**src/rtl/piso_tx_if.sv**
```systemverilog
`default_nettype none
// ============================================================================
// Module      : piso_tx_if
// Description : Word handshake between a data source and the piso_tx
//               serial transmitter.
//                 din        - parallel word (W bits), source -> transmitter
//                 din_valid  - din holds a word to send
//                 din_ready  - transmitter can accept a word this cycle
//               master modport: data source; slave modport: transmitter.
// Revision    : 1.0 - initial release
// ============================================================================
interface piso_tx_if #(
    parameter int W = 8
);
    logic [W-1:0] din;
    logic         din_valid;
    logic         din_ready;

    modport master (
        output din,
        output din_valid,
        input  din_ready
    );

    modport slave (
        input  din,
        input  din_valid,
        output din_ready
    );
endinterface
`default_nettype wire

```
**src/rtl/piso_tx.sv**
```systemverilog
`default_nettype none
// ============================================================================
// Module      : piso_tx
// Description : Parallel-in serial-out framed transmitter. A word taken over
//               the valid/ready handshake is sent as
//               start(0) | W data bits | optional even parity | stop(1),
//               each bit held for CLKS_PER_BIT clocks.
// Ports       : clk   - system clock, rising edge
//               rst   - synchronous active-high reset
//               in_if - word handshake (slave side: din, din_valid, din_ready)
//               dout  - serial line, idles high
//               busy  - frame in progress
//               done  - one-cycle pulse in the first idle cycle after stop
// Revision    : 1.0 - initial release
// ============================================================================
module piso_tx #(
    parameter int W            = 8,
    parameter int CLKS_PER_BIT = 1,
    parameter int MSB_FIRST    = 0,
    parameter int PARITY_EN    = 1
) (
    input  wire logic    clk,
    input  wire logic    rst,
    piso_tx_if.slave     in_if,
    output logic         dout,
    output logic         busy,
    output logic         done
);

    localparam int CW = (CLKS_PER_BIT > 1) ? $clog2(CLKS_PER_BIT) : 1;
    localparam int IW = (W > 1) ? $clog2(W) : 1;
    localparam logic [CW-1:0] C_CNT_MAX = CW'(CLKS_PER_BIT - 1);
    localparam logic [IW-1:0] C_IDX_MAX = IW'(W - 1);

    typedef enum logic [2:0] {
        S_IDLE   = 3'd0,
        S_START  = 3'd1,
        S_DATA   = 3'd2,
        S_PARITY = 3'd3,
        S_STOP   = 3'd4
    } state_t;

    state_t        state_q, state_d;
    logic [CW-1:0] cnt_q,   cnt_d;
    logic [IW-1:0] idx_q,   idx_d;
    logic [W-1:0]  shift_q, shift_d;
    logic          par_q,   par_d;
    logic          dout_q,  dout_d;
    logic          done_q,  done_d;
    logic          tick;

    // Ready is suppressed while reset is held so no accept can coincide
    // with reset.
    assign in_if.din_ready = (state_q == S_IDLE) && !rst;
    assign busy            = (state_q != S_IDLE);
    assign dout            = dout_q;
    assign done            = done_q;

    assign tick = (cnt_q == C_CNT_MAX);

    always_comb begin
        state_d = state_q;
        cnt_d   = cnt_q;
        idx_d   = idx_q;
        shift_d = shift_q;
        par_d   = par_q;
        done_d  = 1'b0;

        if (state_q != S_IDLE) begin
            cnt_d = tick ? '0 : cnt_q + 1'b1;
        end

        unique case (state_q)
            S_IDLE: begin
                if (in_if.din_valid) begin
                    shift_d = in_if.din;
                    par_d   = ^in_if.din;
                    cnt_d   = '0;
                    idx_d   = '0;
                    state_d = S_START;
                end
            end
            S_START: begin
                if (tick) state_d = S_DATA;
            end
            S_DATA: begin
                if (tick) begin
                    // Move the next bit toward the output end.
                    if (MSB_FIRST != 0) shift_d = shift_q << 1;
                    else                shift_d = shift_q >> 1;
                    if (idx_q == C_IDX_MAX) begin
                        idx_d   = '0;
                        state_d = (PARITY_EN != 0) ? S_PARITY : S_STOP;
                    end else begin
                        idx_d = idx_q + 1'b1;
                    end
                end
            end
            S_PARITY: begin
                if (tick) state_d = S_STOP;
            end
            S_STOP: begin
                if (tick) begin
                    state_d = S_IDLE;
                    done_d  = 1'b1;
                end
            end
            default: state_d = S_IDLE;
        endcase

        // Line level is registered from the next state so dout is glitch
        // free and the start bit appears in the cycle right after accept.
        unique case (state_d)
            S_START:  dout_d = 1'b0;
            S_DATA:   dout_d = (MSB_FIRST != 0) ? shift_d[W-1] : shift_d[0];
            S_PARITY: dout_d = par_d;
            default:  dout_d = 1'b1;
        endcase
    end

    always_ff @(posedge clk) begin
        if (rst) begin
            state_q <= S_IDLE;
            cnt_q   <= '0;
            idx_q   <= '0;
            shift_q <= '0;
            par_q   <= 1'b0;
            dout_q  <= 1'b1;
            done_q  <= 1'b0;
        end else begin
            state_q <= state_d;
            cnt_q   <= cnt_d;
            idx_q   <= idx_d;
            shift_q <= shift_d;
            par_q   <= par_d;
            dout_q  <= dout_d;
            done_q  <= done_d;
        end
    end

endmodule
`default_nettype wire

```
**src/flat_wrapper.sv**
```systemverilog
// flat-port wrapper written by rule: the top's interface ports become plain ports
module piso_tx_flat 
#(
    parameter int W            = 8,
    parameter int CLKS_PER_BIT = 1,
    parameter int MSB_FIRST    = 0,
    parameter int PARITY_EN    = 1
)
  (clk, rst, dout, busy, done, in_if_din, in_if_din_valid, in_if_din_ready);
  piso_tx_if #(.W(W)) in_if_i ();
  input  wire logic clk;
  input  wire logic rst;
  output logic dout;
  output logic busy;
  output logic done;
  input wire logic [$bits(in_if_i.din)-1:0] in_if_din;
  input wire logic [$bits(in_if_i.din_valid)-1:0] in_if_din_valid;
  output wire logic [$bits(in_if_i.din_ready)-1:0] in_if_din_ready;
  assign in_if_i.din = in_if_din;
  assign in_if_i.din_valid = in_if_din_valid;
  assign in_if_din_ready = in_if_i.din_ready;
  piso_tx #(.W(W), .CLKS_PER_BIT(CLKS_PER_BIT), .MSB_FIRST(MSB_FIRST), .PARITY_EN(PARITY_EN)) u_core (.clk(clk), .rst(rst), .in_if(in_if_i), .dout(dout), .busy(busy), .done(done));
endmodule
```
**config.mk**
```make
export PLATFORM = sky130hd
export DESIGN_NAME = piso_tx_flat
export DESIGN_NICKNAME = d
export VERILOG_FILES = /design/src/rtl/piso_tx_if.sv /design/src/rtl/piso_tx.sv /design/src/flat_wrapper.sv
export SDC_FILE = /design/constraint.sdc
export NUM_CORES = 1
export LEC_CHECK = 0
export ABC_AREA = 1
export CAP_MARGIN = 20
export CORE_AREA = 2 2 46 48
export DETAILED_ROUTE_END_ITERATION = 12
export DIE_AREA = 0 0 48 50
export DONT_BUFFER_PORTS = 1
export GPL_TIMING_DRIVEN = 0
export HOLD_SLACK_MARGIN = 0.08
export PLACE_DENSITY = 0.69
export SLEW_MARGIN = 20
export SYNTH_ARGS = -nofsm -noshare
export SYNTH_HDL_FRONTEND = slang
export SYNTH_SLANG_ARGS = --single-unit
```
**constraint.sdc**
```tcl
create_clock -name clk -period 2.2 [get_ports clk]
set_input_delay 0.33 -clock clk [delete_from_list [all_inputs] [get_ports clk]]
set_output_delay 0.33 -clock clk [all_outputs]
set_load 0.02 [all_outputs]
```
==> reports/qor.txt, run 1 <==
Actual slew at the worst max-slew pin: 0.4589 ns
RR Startpoint: u_core.idx_q[0]$_SDFFE_PP0P_
Largest net degree at the start of global routing: 11
RSZ-0062 raised after global routing: no
Place WS: 0.6329 ns
CP Class: reg2out
N_diodes: 0
Reg2Reg Depth: 8
Placed Instances: 192
Synth top cells by count: 65 x nand2_1, 18 x dfxtp_1, 18 x nor2_1, 16 x inv_1, 13 x nand3_1
Worst endpoint required time: 1.87 ns
Vias in the first global route: 883
TritonCTS Buffers: 3
Slew Limit Headroom: 69.41%
Placeable Area: 1902 um2
Yosys warns: 0
Placed cell areas: 1046 um2
Nets: 183
TritonCTS clock tree: yes
Tcrit/Tclk final: 78.92%
Global route total overflow: 0
Initial Utilization: 53.22%
Final setup TNS: 0 ns
Hpwl dp: 1575 um
Maximum VDD drop: 0.2887 mV
Critical-path cell list: nor2_2 > nand2_1 > nor2_1
Routed WL: 1956 um
Register area share after synthesis: 35.60%
Setup ws final: 0.4637 ns
CP Capture Type: output pin
DR vias: 989
Synthesis-to-layout area growth: 5.562%
Multiplexer share of the synthesized area: 0%
Hold_sp: in_if_din_valid
Synth Area in Compound Gates: 9.147%
Gate Count Post-Synth: 165
Simple-gate share of the synthesized area: 42.65%
Final Setup Violations: 0
IO Count: 15
CTS sink count: 18
Drt pass-1 iters: 4
Cells resized by post-CTS repair: 0
CTS Buffer Depth: 2
Worst path slowest cell: dfxtp_1
CTS Root Buffer Type: clkbuf_4
Hold Path End: u_core.cnt_q$_SDFF_PP0_
Clock Pin Slew Worst Setup and Hold Paths: 0.10 ns
Row Count: 16
Syn avg cell area: 6.135 um2
Met2 usage: 30.89%
Yosys reg bits: 18
Run status: finished, final reports clean
Met3 usage: 2.930%
Reg-to-reg endpoint: u_core.dout$_SDFF_PP1_
Initial antenna violation count: 0
Main combinational cell family by area after synthesis: simple AND/OR/NAND/NOR gates
Layout cell share with drive strength beyond 1: 7.143%
Static Leak: 0.0005306 uW
Die Height: 50 um
Fill count: 203
Final Cell Area: 1069 um2
CP startpoint kind: flop
Slowest stage delay, CP: 0.37 ns
Post-Synth XOR/XNOR Area: 0.8653%
Tmin final: 1.736 ns
Hold_ws: 0.1015 ns
Critical path fanouts, max: 5
GP Congestion: 0.7345
Ranking of synthesized cells by area: dfxtp_1 36%, nand2_1 24%, nor2_1 6.7%
Final setup skew: 0.004224 ns
Net count after synthesis: 178
Final Hold Viols: 0
Post-Layout Cell Count: 195
DIE WIDTH: 48 um
# DRC: 0
Synth area leader: dfxtp_1
Drt wl/cell: 10.03 um
Via density: 5.072
Post-synth top flop: dfxtp_1
Slew Limit Fails: 0
Antenna viol nets, final: 0
Count leader, synth: nand2_1
Post-CTS Hold Buffers: 0
Adder-Cell Fraction of Synth Area: 2.472%
Maxcap violations: 0
Multi-input gate area: 558.0 um2
Max Clk Rate: 575.9 MHz
Die footprint: 2400 um2
Number of flops mapped to enable cells by yosys: 0
Yosys top cell area share: 35.60%
Reg2reg setup slack: 0.87 ns
Synth unique cells: 21
Worst-Skew Late Latency: 0.29 ns
Arr. time, crit path: 1.41 ns
Total track usage: 19.24%
GR peak layer: met2
# H-tree levels: 1
DR iter-0 viols: 14
Setup Buffers After CTS: 0
First-pass GRT wire length: 3367 um
Type of the most critical hold path: in2reg
Met1 usage: 23.16%
Asr flop ratio synth: 0%
Register area: 360.3 um2
I/O Buffers: 0
Mapped cell area: 1012 um2
Hold path cells: 1
Power Density: 632.1 nW/um2
## power breakdown
group          internal [uW]  total, uW  switching (uW)
sequential               352        371            18.2
clock                   63.7        160            96.0
combinational           50.9        145            94.3
total                    467        675             208
## worst max-delay path, delay by kind of cell, from the launching register on
family | cells | cell delay (ns)
flip-flops | 1 | 0.37
AND/OR/NAND/NOR | 3 | 0.76
## cell type report
class / instances / area share (%)
inverters: 19 / 6.675
flip-flops and latches: 18 / 33.72
clock buffers: 3 / 2.108
multi-input cells: 124 / 52.23
well taps: 27 / 3.162
plain buffers: 4 / 2.108
## cell usage in the layout (no fill, tap or decap)
| master | count |
|---|---|
| a21oi_1 | 6 |
| a31oi_1 | 6 |
| buf_4 | 2 |
| clkbuf_1 | 2 |
| clkbuf_4 | 3 |
| dfxtp_1 | 18 |
| ha_1 | 2 |
| inv_1 | 16 |
| inv_2 | 3 |
| nand2_1 | 65 |
| nand2_2 | 1 |
| nand3_1 | 13 |
| nand3_2 | 1 |
| nor2_1 | 18 |
| nor2_2 | 1 |
| nor3_1 | 2 |
| nor3_2 | 1 |
| nor4_1 | 1 |
| o21ai_0 | 3 |
| o21ai_1 | 2 |
| or2_1 | 1 |
| xnor2_1 | 1 |
## worst max path at each step
stage | slack, ns | from | to | cells past startpoint
floorplan | 0.86 | u_core.state_q[1]$_SDFF_PP0_ | in_if_din_ready | 3
global placement | 0.61 | rst | in_if_din_ready | 3
detailed placement | 0.63 | rst | in_if_din_ready | 3
CTS | 0.44 | u_core.state_q[1]$_SDFF_PP0_ | in_if_din_ready | 3
global route | 0.32 | u_core.state_q[1]$_SDFF_PP0_ | in_if_din_ready | 3
finish | 0.46 | u_core.state_q[0]$_SDFF_PP0_ | in_if_din_ready | 3
## sequential cells by signal, summed over array words and instances (netlist names)
name and count:
u_core.par_q 1, u_core.idx_q 3, u_core.state_q 3, u_core.done 1, u_core.shift_q 8, u_core.cnt_q 1, u_core.dout 1
## cells by family (layout without fill, tap and decap cells)
group,count (synthesis),after routing
flops,18,18
simple gates,104,104
xor+xnor,1,1
fa+ha+maj,2,2
compound gates,17,17
buf+inv,23,26
## per-stage QoR
| stage | utilization [%] | total power [uW] |
|---|---|---|
| finish | 56.18 | 675.4 |
| global route | 56.18 | 725.5 |
| CTS | 56.18 | 684.1 |
| detailed placement | 55.00 | 524.3 |
| global placement | 55.00 | 519.1 |
| floorplan | - | 497.1 |
## routing by layer
| layer | wire [um] | up-vias | part of all wire [%] |
|---|---|---|---|
| li1 | - | 527 | - |
| met1 | 920 | 439 | 47 |
| met2 | 918 | 18 | 47 |
| met3 | 67 | 5 | 3.4 |
| met4 | 48 | 0 | 2.5 |
| met5 | 0 | - | 0 |
No activity file was read; power rests on OpenSTA's default activity.
==> run 2, diff against run 1 <==
- CORE_AREA: 2 2 46 48 -> 2 2 47 49
- DIE_AREA: 0 0 48 50 -> 0 0 49 51
- clock period: 2.2 -> 1.55 ns (I/O delays scaled with it)
==> reports/qor.txt, run 2 (synthesis gave the netlist of run 1 again) <==
CTS Buffer Depth: 2
Placeable Area: 2063 um2
Final Setup Violations: 0
Run status: finished, final reports clean
Slew Limit Fails: 0
Leading registers by flop count: u_core.shift_q x8, u_core.idx_q x3, u_core.state_q x3
# H-tree levels: 1
Layout cell share with drive strength beyond 1: 8.772%
Tcrit/Tclk final: 93.38%
Synthesis-to-layout area growth: 10.01%
Initial Utilization: 49.06%
Die Height: 51 um
CP Class: reg2out
Static Leak: 0.0005469 uW
Tmin final: 1.447 ns
Nets: 185
Power Density: 922.8 nW/um2
Reg2reg setup slack: 0.20 ns
DIE WIDTH: 49 um
Worst-Skew Late Latency: 0.29 ns
Actual slew at the worst max-slew pin: 0.5234 ns
Die footprint: 2499 um2
IO Count: 15
Place WS: 0.1729 ns
Clock Pin Slew Worst Setup and Hold Paths: 0.10 ns
Via density: 4.915
CP startpoint kind: flop
Share of total power in sequential cells: 51.2%
TritonCTS Buffers: 3
Vias in the first global route: 897
Worst endpoint required time: 1.32 ns
Maxcap violations: 0
I/O Buffers: 0
Reg with most FFs: u_core.shift_q
Power share of the combinational group: 20.9%
TritonCTS clock tree: yes
GP Congestion: 0.7477
Final Hold Viols: 0
# DRC: 0
Type of the most critical hold path: in2reg
Drt pass-1 iters: 4
Critical path fanouts, max: 5
Max Clk Rate: 690.9 MHz
CP Capture Type: output pin
DR iter-0 viols: 14
Antenna viol nets, final: 0
Routed WL: 1951 um
Number of flip-flops in the largest register: 8
N_diodes: 0
Setup ws final: 0.1026 ns
Largest net degree at the start of global routing: 11
Fill count: 218
RSZ-0062 raised after global routing: no
Maximum VDD drop: 0.3963 mV
Clock share of power: 27.9%
Most common cell after layout, fill and taps aside: nand2_1
Drt wl/cell: 9.804 um
Final setup skew: 0.0003430 ns
Slew Limit Headroom: 65.11%
First-pass GRT wire length: 3588 um
Final setup TNS: 0 ns
Initial antenna violation count: 0
Switching power: 306.6 uW
Total track usage: 18.20%
Global route total overflow: 0
Arr. time, crit path: 1.21 ns
Row Count: 17
Sw Share: 29.83%
CTS Root Buffer Type: clkbuf_4
Cell-internal power: 721.0 uW
CTS sink count: 18
DR vias: 978
Most frequent cells in the layout: 64 x nand2_1, 18 x dfxtp_1, 17 x nor2_1, 16 x inv_1, 13 x nand3_1
Hpwl dp: 1528 um
## run 2: worst paths after layout
| kind | startpoint | endpoint | depth (start not counted) |
|---|---|---|---|
| worst min register to register | u_core.shift_q[7]$_SDFFE_PP0P_ | u_core.shift_q[7]$_SDFFE_PP0P_ | 2 |
| worst max-delay path | u_core.state_q[0]$_SDFF_PP0_ | in_if_din_ready | 3 |
| worst min-delay path | in_if_din[4] | u_core.shift_q[4]$_SDFFE_PP0P_ | 2 |
| worst max register to register | u_core.idx_q[0]$_SDFFE_PP0P_ | u_core.dout$_SDFF_PP1_ | 8 |
## run 2: metrics by stage
stage	power [uW]	utilization (%)	hold slack, ns	std cells	area (um2)
floorplan	705.6	-	0.3112	165	1012
global placement	737.8	50.76	0.3120	193	1047
detailed placement	743.5	50.76	0.3221	193	1047
CTS	1035	53.85	0.09377	199	1111
global route	1101	53.97	0.08724	199	1114
finish	1028	53.97	0.09529	199	1114
## run 2: worst max-delay path, stage by stage (launching register included)
cell and delay, ns:
dfxtp_1 0.37, nor2_2 0.20, nand2_2 0.17, nor2_4 0.18
## run 2: what timing repair did
item | CTS | global route
gates resized for setup | 2 | 1
hold endpoints to repair | 2 | 0
setup buffers | 0 | 0
hold buffers | 2 | 0
pin swaps | 0 | 0
endpoints found under the setup margin | 1 | 1
## run 2: power by group through the flow
stage          clock network [uW]  logic [uW]  registers, uW
3_5_place_dp                    0         207            537
4_1_cts                       294         216            526
5_1_grt                       315         255            531
2_1_floorplan                   0         174            532
6_report                      287         215            526
3_3_place_gp                    0         202            535
## run 2: layout make-up
type	count	area, um2	share of cell area [%]
repair buffers	2	20.02	1.798
inverters	19	71.32	6.404
flip-flops and latches	18	360.3	32.36
plain buffers	4	22.52	2.022
clock buffers	4	36.28	3.258
multi-input cells	124	568.0	51.01
well taps	28	35.03	3.146
## run 2: metal layers
layer | up-vias | global-route usage (%) | part of all wire [%]
met3 | 5 | 2.924 | 2.8
met1 | 426 | 22.00 | 48
met5 | - | 0 | 0
met4 | 0 | 8.571 | 2.3
met2 | 16 | 31.74 | 47
li1 | 531 | - | -
